[src/rtl/adc_scan_sequencer.sv]
// adc_scan_sequencer: periodic masked ADC channel scanner with response timeout and overrun detection
module adc_scan_sequencer #(
  parameter int TIMEOUT = 255
) (
  input  logic        clk,
  input  logic        rst,
  input  logic        en,
  input  logic [7:0]  chan_mask,
  input  logic [15:0] period,
  output logic [23:0] adc_data,
  output logic        adc_wr,
  input  logic [23:0] adc_rd_data,
  input  logic        adc_rd_valid,
  input  logic [2:0]  rd_addr,
  output logic [9:0]  rd_data,
  output logic [7:0]  result_valid,
  output logic        scan_done,
  output logic        err_timeout,
  output logic        err_overrun,
  input  logic        err_clr,
  output logic        busy
);
  localparam int TW = $clog2(TIMEOUT + 1);
  typedef enum logic [2:0] {IDLE, ISSUE, WAIT, NEXT, HOLD} state_t;
  state_t          state_q;
  logic [7:0]      rem_q;
  logic [2:0]      ch_q;
  logic [2:0]      adc_ch_q;
  logic [TW-1:0]   wcnt_q;
  logic [15:0]     pcnt_q;
  logic [9:0]      res_q [8];
  logic [7:0]      valid_q;
  logic            adc_wr_q;
  logic            scan_done_q;
  logic            busy_q;
  logic            err_t_q;
  logic            err_o_q;
  logic            hit;
  logic            tmo;
  logic            due;
  logic            go_scan;
  logic            go_next;
  logic [7:0]      src;
  logic [2:0]      pick;
  logic [16:0]     pnext;
  logic            unused_bits;

  function automatic logic [2:0] lowest(input logic [7:0] m);
    lowest = 3'd0;
    for (int i = 7; i >= 0; i--) if (m[i]) lowest = 3'(i);
  endfunction

  assign hit         = adc_rd_valid && adc_rd_data[23:16] == {5'b0, ch_q};
  assign tmo         = wcnt_q == TW'(TIMEOUT - 1);
  assign pnext       = {1'b0, pcnt_q} + 17'd1;
  // due: the edge ending this cycle is at least period cycles after scan start
  assign due         = pnext >= {1'b0, period};
  assign go_scan     = en && chan_mask != 8'd0 && (state_q == IDLE || (state_q == HOLD && due));
  assign go_next     = state_q == NEXT && en && rem_q != 8'd0;
  assign src         = go_scan ? chan_mask : rem_q;
  assign pick        = lowest(src);
  assign unused_bits = ^adc_rd_data[15:10];

  assign adc_data     = {21'b0, adc_ch_q};
  assign adc_wr       = adc_wr_q;
  assign scan_done    = scan_done_q;
  assign busy         = busy_q;
  assign result_valid = valid_q;
  assign err_timeout  = err_t_q;
  assign err_overrun  = err_o_q;
  assign rd_data      = res_q[rd_addr];

  // Scan control: channel issue, response/timeout handling, period pacing and sticky errors
  always_ff @(posedge clk or posedge rst) begin
    if (rst) begin
      state_q     <= IDLE;
      rem_q       <= 8'd0;
      ch_q        <= 3'd0;
      adc_ch_q    <= 3'd0;
      wcnt_q      <= '0;
      pcnt_q      <= 16'd0;
      valid_q     <= 8'd0;
      adc_wr_q    <= 1'b0;
      scan_done_q <= 1'b0;
      busy_q      <= 1'b0;
      err_t_q     <= 1'b0;
      err_o_q     <= 1'b0;
    end else begin
      adc_wr_q    <= 1'b0;
      scan_done_q <= 1'b0;
      pcnt_q      <= pcnt_q == 16'hFFFF ? pcnt_q : pcnt_q + 16'd1;
      if (err_clr) begin
        err_t_q <= 1'b0;
        err_o_q <= 1'b0;
      end
      case (state_q)
        IDLE: ;
        ISSUE: begin
          state_q <= WAIT;
          wcnt_q  <= '0;
        end
        WAIT: begin
          if (hit || tmo) begin
            state_q       <= NEXT;
            valid_q[ch_q] <= hit;
            if (!hit) err_t_q <= 1'b1;
          end else begin
            wcnt_q <= wcnt_q + TW'(1);
          end
        end
        NEXT: begin
          if (!en) begin
            state_q <= IDLE;
            busy_q  <= 1'b0;
          end else if (rem_q == 8'd0) begin
            state_q     <= HOLD;
            scan_done_q <= 1'b1;
            if (period != 16'd0 && due) err_o_q <= 1'b1;
          end
        end
        HOLD: begin
          if (!go_scan && (!en || due)) begin
            state_q <= IDLE;
            busy_q  <= 1'b0;
          end
        end
        default: state_q <= IDLE;
      endcase
      if (go_scan || go_next) begin
        state_q  <= ISSUE;
        busy_q   <= 1'b1;
        adc_wr_q <= 1'b1;
        adc_ch_q <= pick;
        ch_q     <= pick;
        rem_q    <= src & ~(8'd1 << pick);
        if (go_scan) pcnt_q <= 16'd0;
      end
    end
  end

  // Result capture on a matching response; storage is deliberately not reset
  always_ff @(posedge clk) begin
    if (state_q == WAIT && hit) res_q[ch_q] <= adc_rd_data[9:0];
  end
endmodule

[config.mk]
export PLATFORM = sky130hd
export DESIGN_NAME = adc_scan_sequencer
export DESIGN_NICKNAME = d
export VERILOG_FILES = /design/src/rtl/adc_scan_sequencer.sv
export SDC_FILE = /design/constraint.sdc
export NUM_CORES = 1
export LEC_CHECK = 0
export CORE_UTILIZATION = 43
export CTS_BUF_LIST = sky130_fd_sc_hd__clkbuf_8
export DETAILED_ROUTE_END_ITERATION = 12
export GPL_TIMING_DRIVEN = 0
export HOLD_SLACK_MARGIN = 0.08
export PLACE_DENSITY = 0.69
export SYNTH_ARGS = -nofsm -noshare
export SYNTH_HDL_FRONTEND = slang
export SYNTH_SLANG_ARGS = --single-unit
[constraint.sdc]
create_clock -name clk -period 4.6 [get_ports clk]
set_input_delay 1.38 -clock clk [delete_from_list [all_inputs] [get_ports clk]]
set_output_delay 1.38 -clock clk [all_outputs]
set_load 0.005 [all_outputs]
## Word-level counts from Yosys, hierarchy flattened

Memory sizes are Yosys's and may differ from the RTL's.
Cells that the tools add are included.

| word-level totals | value |
|---|---|
| bits in registers | 51 |
| bits in writable memories | 80 |
| output and inout bits | 47 |
| bits of input ports | 56 |
| word-level logic and storage cells | 103 |
| memories | 1 |

Memories:

| memory | depth | bits a word | read ports | clocked after memory_dff | write ports | RTL line | text |
|---|---|---|---|---|---|---|---|
| res_q | 8 | 10 | 1 | 0 | 1 | 31 | `logic [9:0] res_q [8];` |

| cells by class | value |
|---|---|
| bitwise gates (word level) | 2 |
| $add $sub $neg | 3 |
| shift operators | 1 |
| equal/unequal tests | 13 |
| magnitude comparators | 3 |
| mux-type cells | 42 |
| reduce and logical (&&, ||, !) cells | 27 |

Operator list:

| kind | number |
|---|---|
| $mux W16 | 3 |
| $mux W3 | 13 |
| $mux W1 | 19 |
| $add A16 B1 Y17 const B | 1 |
| $ge A17 B16 Y1 | 1 |
| $add A16 B1 Y16 const B | 1 |
| $eq A16 B16 Y1 const B | 1 |
| $mux W8 | 2 |
| $pmux W8 S2 | 1 |
| $reduce_bool A16 Y1 | 1 |
| $reduce_bool A8 Y1 | 2 |
| $pmux W3 S5 | 1 |
| $logic_and A1 B1 Y1 | 10 |
| $add A8 B1 Y8 const B | 1 |
| $and A8 B8 Y8 | 1 |
| $bwmux W8 | 1 |
| $eq A8 B3 Y1 | 1 |
| $eq A8 B8 Y1 const B | 1 |
| $logic_not A8 Y1 | 1 |
| $not A8 Y8 | 1 |
| $shl A1 B3 Y8 const A | 1 |
| $eq A3 B2 Y1 const B | 2 |
| $logic_or A1 B1 Y1 | 4 |
| $lt A3 B4 Y1 const B | 1 |
| other kinds (18) | 20 |

## Depth between registers and ports, before layout

Gate-level depths: netlist of the first run.

| logic depth | value |
|---|---|
| depth in word-level cells | 17 |
| gate-level depth with buffers | 16 |
| mapped depth without buffers | 16 |

## Least setup slack after synthesis of the first run

Ideal clock, no wire load.

| timing path | value |
|---|---|
| path kind | in2out |
| start | input port rd_addr[0] |
| end | output port rd_data[0] |
| data required time | 3.220 ns |
| cell stages on the path | 3 |
| buffers on the path | 1 |
| arrival time | 2.725 ns |
| path slack | 0.495 ns |
| cells stage by stage | clkbuf_1 mux4_2 mux2_2 |

| between the ends | value |
|---|---|
| longest elaborated chain between the ends | 1 |

Ends and longest elaborated chain:

| item | RTL line | text |
|---|---|---|
| from (decl) | 14 | `input logic [2:0] rd_addr,` |
| $mem_v2 Z8 W10 | - |  |
| to (decl) | 15 | `output logic [9:0] rd_data,` |

Every way passes these cells.

## Final worst setup path of the first run

| timing path | value |
|---|---|
| start | input port rd_addr[1] |
| end | output port rd_data[9] |

Same word-level chain as after synthesis.

==> flow_metrics.tcl, run 1 <==
set metrics [dict create \
    status "finished, final reports clean" \
    synth.ff_latch_count 131 \
    portBuffers 72 \
    maximum_number_of_pins_on_one_net_before_global_route_repair 44 \
    cts.root.buffer_cell "sky130_fd_sc_hd__clkbuf_8" \
    power_total_w 0.00322 \
    power.density_cell_area_nw_per_um2 410 \
    final-hold-violation-count 0 \
    detail_route.iter0.violations 322 \
    arrival_time_at_the_worst_endpoint_ns 3.07 \
    synth-main-ff-cell "sky130_fd_sc_hd__edfxtp_1" \
    crit_chain "clkbuf_1 > mux4_2 > mux2_2 > clkdlybuf4s50_1" \
    worstHoldPathType "reg -> reg" \
    routed_wirelength_um 13300 \
    cap_violations 0 \
    timing.setup.tns_ns 0 \
    layout-area-overhead-vs-synth_pct 23.3 \
    gpl.final_weighted_congestion 0.870 \
    number_of_setup_violations_in_the_final_report 0 \
    worst_setup_path_start_kind "input pin" \
    switching_share_pct 30.4 \
    timing.max_slew.rel_slack_pct 28.6 \
    async_reset_ff_share_pct 38.9 \
    number_of_enable_type_register_cells_in_the_synthesized_netlist 80 \
    die_ar_um2 15300 \
    worst_ir_drop_vdd_mv 0.239 \
    rsz_0062_raised_after_global_routing "no" \
    layout.nets 680 \
    ys_seq_area_share_pct 57.9 \
    io-pin-count 103 \
    coreArea_um2 14500 \
    start_util_pct 43.9 \
    seq_power_share_pct 44.8 \
    ys_types 61 \
    die_width_um 124 \
    synth_cells 491 \
    firstDrtPassIters 4 \
    grt_first_pass_wirelength_um 21200 \
    path_clk_slew_ns 0.07 \
    fraction_of_power_consumed_by_combinational_cells_pct 24.8 \
    cpMaxStageDelayCell "sky130_fd_sc_hd__clkbuf_1" \
    cts_made_buffers 17 \
    skew_ns 0.00877 \
    p_switching_w 0.000978 \
    critical_path_peak_fanout 10 \
    die_y_um 124 \
    total_vias_in_the_final_route 4224 \
    worst-path-stages 4 \
    cts_h_tree_depth 4 \
    synth-warning-count 0 \
    first_global_vias 4264 \
    final_core_utilization_pct 54.1 \
    timing.critical_path.buf_inv 2 \
    holdWs_ns 0.517 \
    route.detailed.drc 0 \
    measured_slew_at_the_worst_slew_check_pin_ns 1.07 \
    slew_viol_final 0 \
    worstHoldPathCells 2 \
    worst_setup_end_kind "output port" \
    setup_repair_bufs_after_cts 0 \
    via_per_inst 5.27 \
    tritoncts "yes" \
    required_time_of_the_critical_path_ns 3.22 \
    fmaxAchievable_ghz 0.225 \
    hpwl_um 9410 \
    global_route.overflow_total 0 \
    postSynthAreaPerCell_um2 12.9 \
    critical_path.max_stage_delay_ns 0.53 \
    leakage_component_of_the_power_nw 3.02 \
    final_min_period_over_clock_period_pct 96.7 \
    row_count 44 \
    placed_instance_count 770 \
    intPower_w 0.00224 \
    initial_antenna_violation_count 0 \
    power.clock.fraction_pct 30.4 \
    insertion_delay_to_the_later_sink_of_the_worst_skew_pair_ns 0.43 \
    post_route_cells_drive_above_1_share_pct 17.8 \
    criticalPathCategory "in -> out" \
    cts.sink_count 131 \
    globalRouteTotalUtil_pct 18.7 \
    cp_top_family "buffers and inverters" \
    final-instance-count-excl-fill 802 \
    final_antenna_net_count 0 \
    num_antenna_cells 0 \
    clk_path_buf_depth 2 \
    synthesis.area_um2 6360 \
    r2r.worst_path.cells 14 \
    wl_per_cell_um 16.5 \
    post-route-min-period_ns 4.45 \
]
[worst register-to-register path, cell delays in order (launching register included)]
cell	delay, ns
sky130_fd_sc_hd__dfrtp_1	0.44
sky130_fd_sc_hd__ha_1	0.34
sky130_fd_sc_hd__nand4_1	0.30
sky130_fd_sc_hd__nor2_1	0.25
sky130_fd_sc_hd__xor2_1	0.19
sky130_fd_sc_hd__ha_1	0.29
sky130_fd_sc_hd__a211oi_1	0.31
sky130_fd_sc_hd__o211ai_1	0.16
sky130_fd_sc_hd__o21ai_0	0.16
sky130_fd_sc_hd__nor2_1	0.11
sky130_fd_sc_hd__o21ai_1	0.38
sky130_fd_sc_hd__clkbuf_1	0.46
sky130_fd_sc_hd__nand2_1	0.11
sky130_fd_sc_hd__a21oi_1	0.26
sky130_fd_sc_hd__a31oi_1	0.12
[final timing paths]
check                                     start               to  slack (ns)
worst max register to register        pcnt_q[0]         rem_q[5]        0.62
worst min register to register  result_valid[0]  result_valid[0]        0.52
min in group asynchronous                   rst        pcnt_q[7]        1.20
max in group asynchronous                   rst  result_valid[2]        2.91
worst max-delay path                 rd_addr[1]       rd_data[9]        0.15
worst min-delay path            result_valid[0]  result_valid[0]        0.52
[registers in the layout, indices dropped and copies added (netlist names), 3 cells and up]
register and cells:
adc_ch_q 3, pcnt_q 16, rem_q 8, res_q 80
result_valid 8, state_q 3, wcnt_q 8
[per-stage QoR]
stage | instance area [um2] | worst slack (ns)
finish | 7840 | 0.151
detailed placement | 7440 | -0.239
floorplan | 6430 | 0.495
global placement | 7380 | -0.296
CTS | 7840 | 0.133
global route | 7840 | 0.0531
[Yosys cell counts, types with 2 or more instances]
cell type                   instances  share of area, %
sky130_fd_sc_hd__edfxtp_1          80                38
sky130_fd_sc_hd__dfrtp_1           51                20
sky130_fd_sc_hd__nor2_1            33               1.9
sky130_fd_sc_hd__nand2_1           31               1.8
sky130_fd_sc_hd__inv_1             25               1.5
sky130_fd_sc_hd__o21ai_0           23               1.8
sky130_fd_sc_hd__buf_4             21               2.5
sky130_fd_sc_hd__mux4_2            20               7.1
sky130_fd_sc_hd__ha_1              19               3.7
sky130_fd_sc_hd__a21oi_1           14               1.1
sky130_fd_sc_hd__o21a_1            14               1.7
sky130_fd_sc_hd__nand3_1           13               1.0
sky130_fd_sc_hd__mux2_2            12               2.1
sky130_fd_sc_hd__xor2_1            12               1.7
sky130_fd_sc_hd__xnor2_1           11               1.5
sky130_fd_sc_hd__nor3_1            10              0.79
sky130_fd_sc_hd__nand4_1            9              0.89
sky130_fd_sc_hd__clkbuf_1           7              0.41
sky130_fd_sc_hd__nor4_1             6              0.59
sky130_fd_sc_hd__nand2b_1           5              0.49
sky130_fd_sc_hd__nand3b_1           5              0.59
sky130_fd_sc_hd__or2_2              5              0.49
sky130_fd_sc_hd__a31oi_1            4              0.39
sky130_fd_sc_hd__buf_2              4              0.31
sky130_fd_sc_hd__mux2i_1            4              0.63
sky130_fd_sc_hd__a211oi_1           3              0.35
sky130_fd_sc_hd__and2_1             3              0.30
sky130_fd_sc_hd__nor3b_1            3              0.35
sky130_fd_sc_hd__o211ai_1           3              0.35
sky130_fd_sc_hd__o31ai_1            3              0.35
sky130_fd_sc_hd__or3_1              3              0.30
sky130_fd_sc_hd__a2111oi_2          2              0.47
sky130_fd_sc_hd__and3_1             2              0.20
sky130_fd_sc_hd__o21ai_1            2              0.16
sky130_fd_sc_hd__o22ai_1            2              0.20
sky130_fd_sc_hd__o311ai_1           2              0.28
[timing repair]
item / 4_1_cts / 5_1_grt
hold buffers: 0 / 0
resized for setup: 2 / 0
endpoints found under the setup margin: 10 / 0
[final cells by class]
| type | count | area (um2) |
|---|---|---|
| Multi-Input combinational cell | 320 | 2450 |
| Inverter | 26 | 97.6 |
| Timing Repair Buffer | 75 | 763 |
| Buffer | 34 | 221 |
| Clock inverter | 15 | 166 |
| Fill cell | 1221 | 6640 |
| Clock buffer | 17 | 234 |
| Tap cell | 184 | 230 |
| Sequential cell | 131 | 3680 |
[layer usage]
layer / up-vias / routed length [um] / share of wire (%) / global-route usage, %
met5: - / 0 / 0 / 0
met4: 0 / 61 / 0.46 / 4.89
met3: 6 / 588 / 4.4 / 4.72
met2: 97 / 6920 / 52 / 31.5
met1: 2099 / 5700 / 43 / 24.0
li1: 2022 / - / - / -
[placed cells by master (no fill, tap or decap), drive strengths merged, types with 5 or more instances in the layout]
cell type      count
mux4              20
nand2b             5
edfxtp            80
nor3              11
xor2              12
nand2             32
nand3             14
nand4              9
o21a              14
buf               30
nor4               7
inv               28
o21ai             25
xnor2             11
nor2              33
nand3b             5
mux2              13
ha                19
or2                5
conb              21
clkbuf            24
a21oi             14
clkinv             9
clkdlybuf4s50     72
dfrtp             51
[power by group through the flow]
stage / Clock [W] / Combinational, W / Sequential, W
after floorplan: 0 / 0.000543 / 0.00144
after global placement: 0 / 0.000769 / 0.00146
after detailed placement: 0 / 0.000788 / 0.00146
after CTS: 0.000997 / 0.000796 / 0.00144
after global routing: 0.00105 / 0.000886 / 0.00146
final: 0.000979 / 0.000797 / 0.00144
[kinds of logic (layout without fill, tap and decap cells)]
family | count (synthesis) | in the layout | share of synthesized area (%)
multiplexers | 37 | 37 | 10.0
XOR/XNOR | 23 | 23 | 3.17
AO/OA/AOI/OAI | 81 | 81 | 8.46
buffers and inverters | 60 | 167 | 4.98
AND/OR/NAND/NOR | 139 | 139 | 11.7
adder cells (fa/ha/maj) | 19 | 19 | 3.74
flip-flops | 131 | 131 | 57.9
other | 1 | 21 | 0.0590
Note: power is estimated with default switching activity, not from simulation.
==> run 2: changes to the inputs <==
--- a/config.mk
+++ b/config.mk
@@ -5,6 +5,7 @@
 export SDC_FILE = /design/constraint.sdc
 export NUM_CORES = 1
 export LEC_CHECK = 0
+export CAP_MARGIN = 20
 export CORE_UTILIZATION = 43
 export CTS_BUF_LIST = sky130_fd_sc_hd__clkbuf_8
 export DETAILED_ROUTE_END_ITERATION = 12
==> flow_metrics.tcl, run 2 (synthesis results as in run 1) <==
set metrics [dict create \
    skew_ns 0.0102 \
    post_route_cells_drive_above_1_share_pct 17.9 \
    global_route.overflow_total 0 \
    first_global_vias 4264 \
    gpl.final_weighted_congestion 0.870 \
    cts_made_buffers 17 \
    worstHoldPathType "reg -> reg" \
    final_antenna_net_count 0 \
    arrival_time_at_the_worst_endpoint_ns 3.07 \
    route.detailed.drc 0 \
    final-instance-count-excl-fill 803 \
    fmaxAchievable_ghz 0.225 \
    leakage_component_of_the_power_nw 3.02 \
    status "finished, final reports clean" \
    detailedPlace.worstSlack_ns -0.239 \
    timing.max_slew.rel_slack_pct 26.2 \
    tritoncts "yes" \
    number_of_setup_violations_in_the_final_report 0 \
    worst_ir_drop_vdd_mv 0.241 \
    final-hold-violation-count 0 \
    insertion_delay_to_the_later_sink_of_the_worst_skew_pair_ns 0.43 \
    power.density_cell_area_nw_per_um2 410 \
    hpwl_um 9410 \
    slew_viol_final 0 \
    via_per_inst 5.32 \
    num_antenna_cells 0 \
    criticalPathCategory "in -> out" \
    critPathLaunch "rd_addr[1]" \
    firstDrtPassIters 5 \
    path_clk_slew_ns 0.07 \
    required_time_of_the_critical_path_ns 3.22 \
    worst_setup_path_start_kind "input pin" \
    coreArea_um2 14500 \
    die_width_um 124 \
    critical_path.reg2reg.startpoint "pcnt_q[0]" \
    layout.nets 681 \
    biggest_registers_after_layout "res_q x80, pcnt_q x16" \
    cts.sink_count 131 \
    wl_per_cell_um 16.6 \
    portBuffers 72 \
    timing.hold.worst.start "result_valid[0]" \
    cts.root.buffer_cell "sky130_fd_sc_hd__clkbuf_8" \
    worst_setup_end_kind "output port" \
    cap_violations 0 \
    measured_slew_at_the_worst_slew_check_pin_ns 1.10 \
    number_of_flip_flops_in_the_largest_register 80 \
    regMostFlops "res_q" \
    post-route-min-period_ns 4.45 \
    final_min_period_over_clock_period_pct 96.7 \
    cts_h_tree_depth 4 \
    routed_wirelength_um 13300 \
    die_y_um 124 \
    fillers 1221 \
    placed_instance_count 770 \
    globalRouteTotalUtil_pct 18.7 \
    die_ar_um2 15300 \
    io-pin-count 103 \
    rsz_0062_raised_after_global_routing "no" \
    detail_route.iter0.violations 277 \
    row_count 44 \
    grt_first_pass_wirelength_um 21200 \
    holdWs_ns 0.518 \
    clk_path_buf_depth 2 \
    total_vias_in_the_final_route 4272 \
    layout_common_cells "80 x sky130_fd_sc_hd__edfxtp_1, 72 x sky130_fd_sc_hd__clkdlybuf4s50_1, 51 x sky130_fd_sc_hd__dfrtp_1" \
    start_util_pct 43.9 \
    maximum_number_of_pins_on_one_net_before_global_route_repair 44 \
    initial_antenna_violation_count 0 \
    critical_path_peak_fanout 10 \
    layout-area-overhead-vs-synth_pct 23.4 \
    final_common_cell "sky130_fd_sc_hd__edfxtp_1" \
    postLayoutSetupSlackWorst_ns 0.152 \
]
run 2: changes by cell type in the layout (fill, tap and decap cells not counted), sizes merged:
| cell | previous run | this run |
|---|---|---|
| buf | 30 | 31 |
run 2: timing repair:
item                                    4_1_cts  5_1_grt
endpoints found under the setup margin       10        0
gates resized for setup                       2        0
setup buffers                                 0        0
hold buffers                                  0        0
run 2: layer usage:
metal / global-route usage [%] / vias up / wire, um / share of wire, %
met5: 0 / - / 0 / 0
met4: 4.89 / 0 / 87 / 0.65
met3: 4.72 / 9 / 634 / 4.8
met2: 31.5 / 121 / 6840 / 51
met1: 24.0 / 2118 / 5740 / 43
li1: - / 2024 / - / -
run 2: final timing paths:
kind,cells after the start,slack (ns),end
max,4,0.15,rd_data[9]
max reg2reg,14,0.61,rem_q[5]
min reg2reg,2,0.52,result_valid[0]
min in group asynchronous,2,1.19,pcnt_q[7]
max in group asynchronous,3,2.91,result_valid[2]
min,2,0.52,result_valid[0]
run 2: cell type report:
cell class | instances | area [um2] | area share (%)
buffer | 34 | 221 | 2.82
clock buffer | 17 | 234 | 2.98
clock inverter | 15 | 166 | 2.12
inverter | 26 | 97.6 | 1.24
multi-input combinational | 320 | 2450 | 31.2
sequential | 131 | 3680 | 46.9
tap | 184 | 230 | 2.93
timing repair buffer | 76 | 771 | 9.82
run 2: power by group:
group	internal [W]	total [W]	switching [W]	leakage [nW]
Combinational	0.000366	0.000797	0.000431	1.47
Clock	0.000531	0.000981	0.000450	0.204
Sequential	0.00134	0.00144	0.0000990	1.35
run 2: critical path, cell delays in order:
cell	delay, ns
sky130_fd_sc_hd__clkbuf_1	0.53
sky130_fd_sc_hd__mux4_2	0.40
sky130_fd_sc_hd__mux2_2	0.30
sky130_fd_sc_hd__clkdlybuf4s50_1	0.46
run 2: per-stage QoR:
| step | TNS (ns) | instance area, um2 | util, % | power, W |
|---|---|---|---|---|
| 3_3_place_gp | -8.20 | 7380 | 51.0 | 0.00223 |
| 5_1_grt | 0 | 7850 | 54.2 | 0.00339 |
| 2_1_floorplan | 0 | 6430 | - | 0.00199 |
| 3_5_place_dp | -2.19 | 7440 | 51.4 | 0.00225 |
| 4_1_cts | 0 | 7840 | 54.1 | 0.00323 |
| 6_report | 0 | 7850 | 54.2 | 0.00322 |
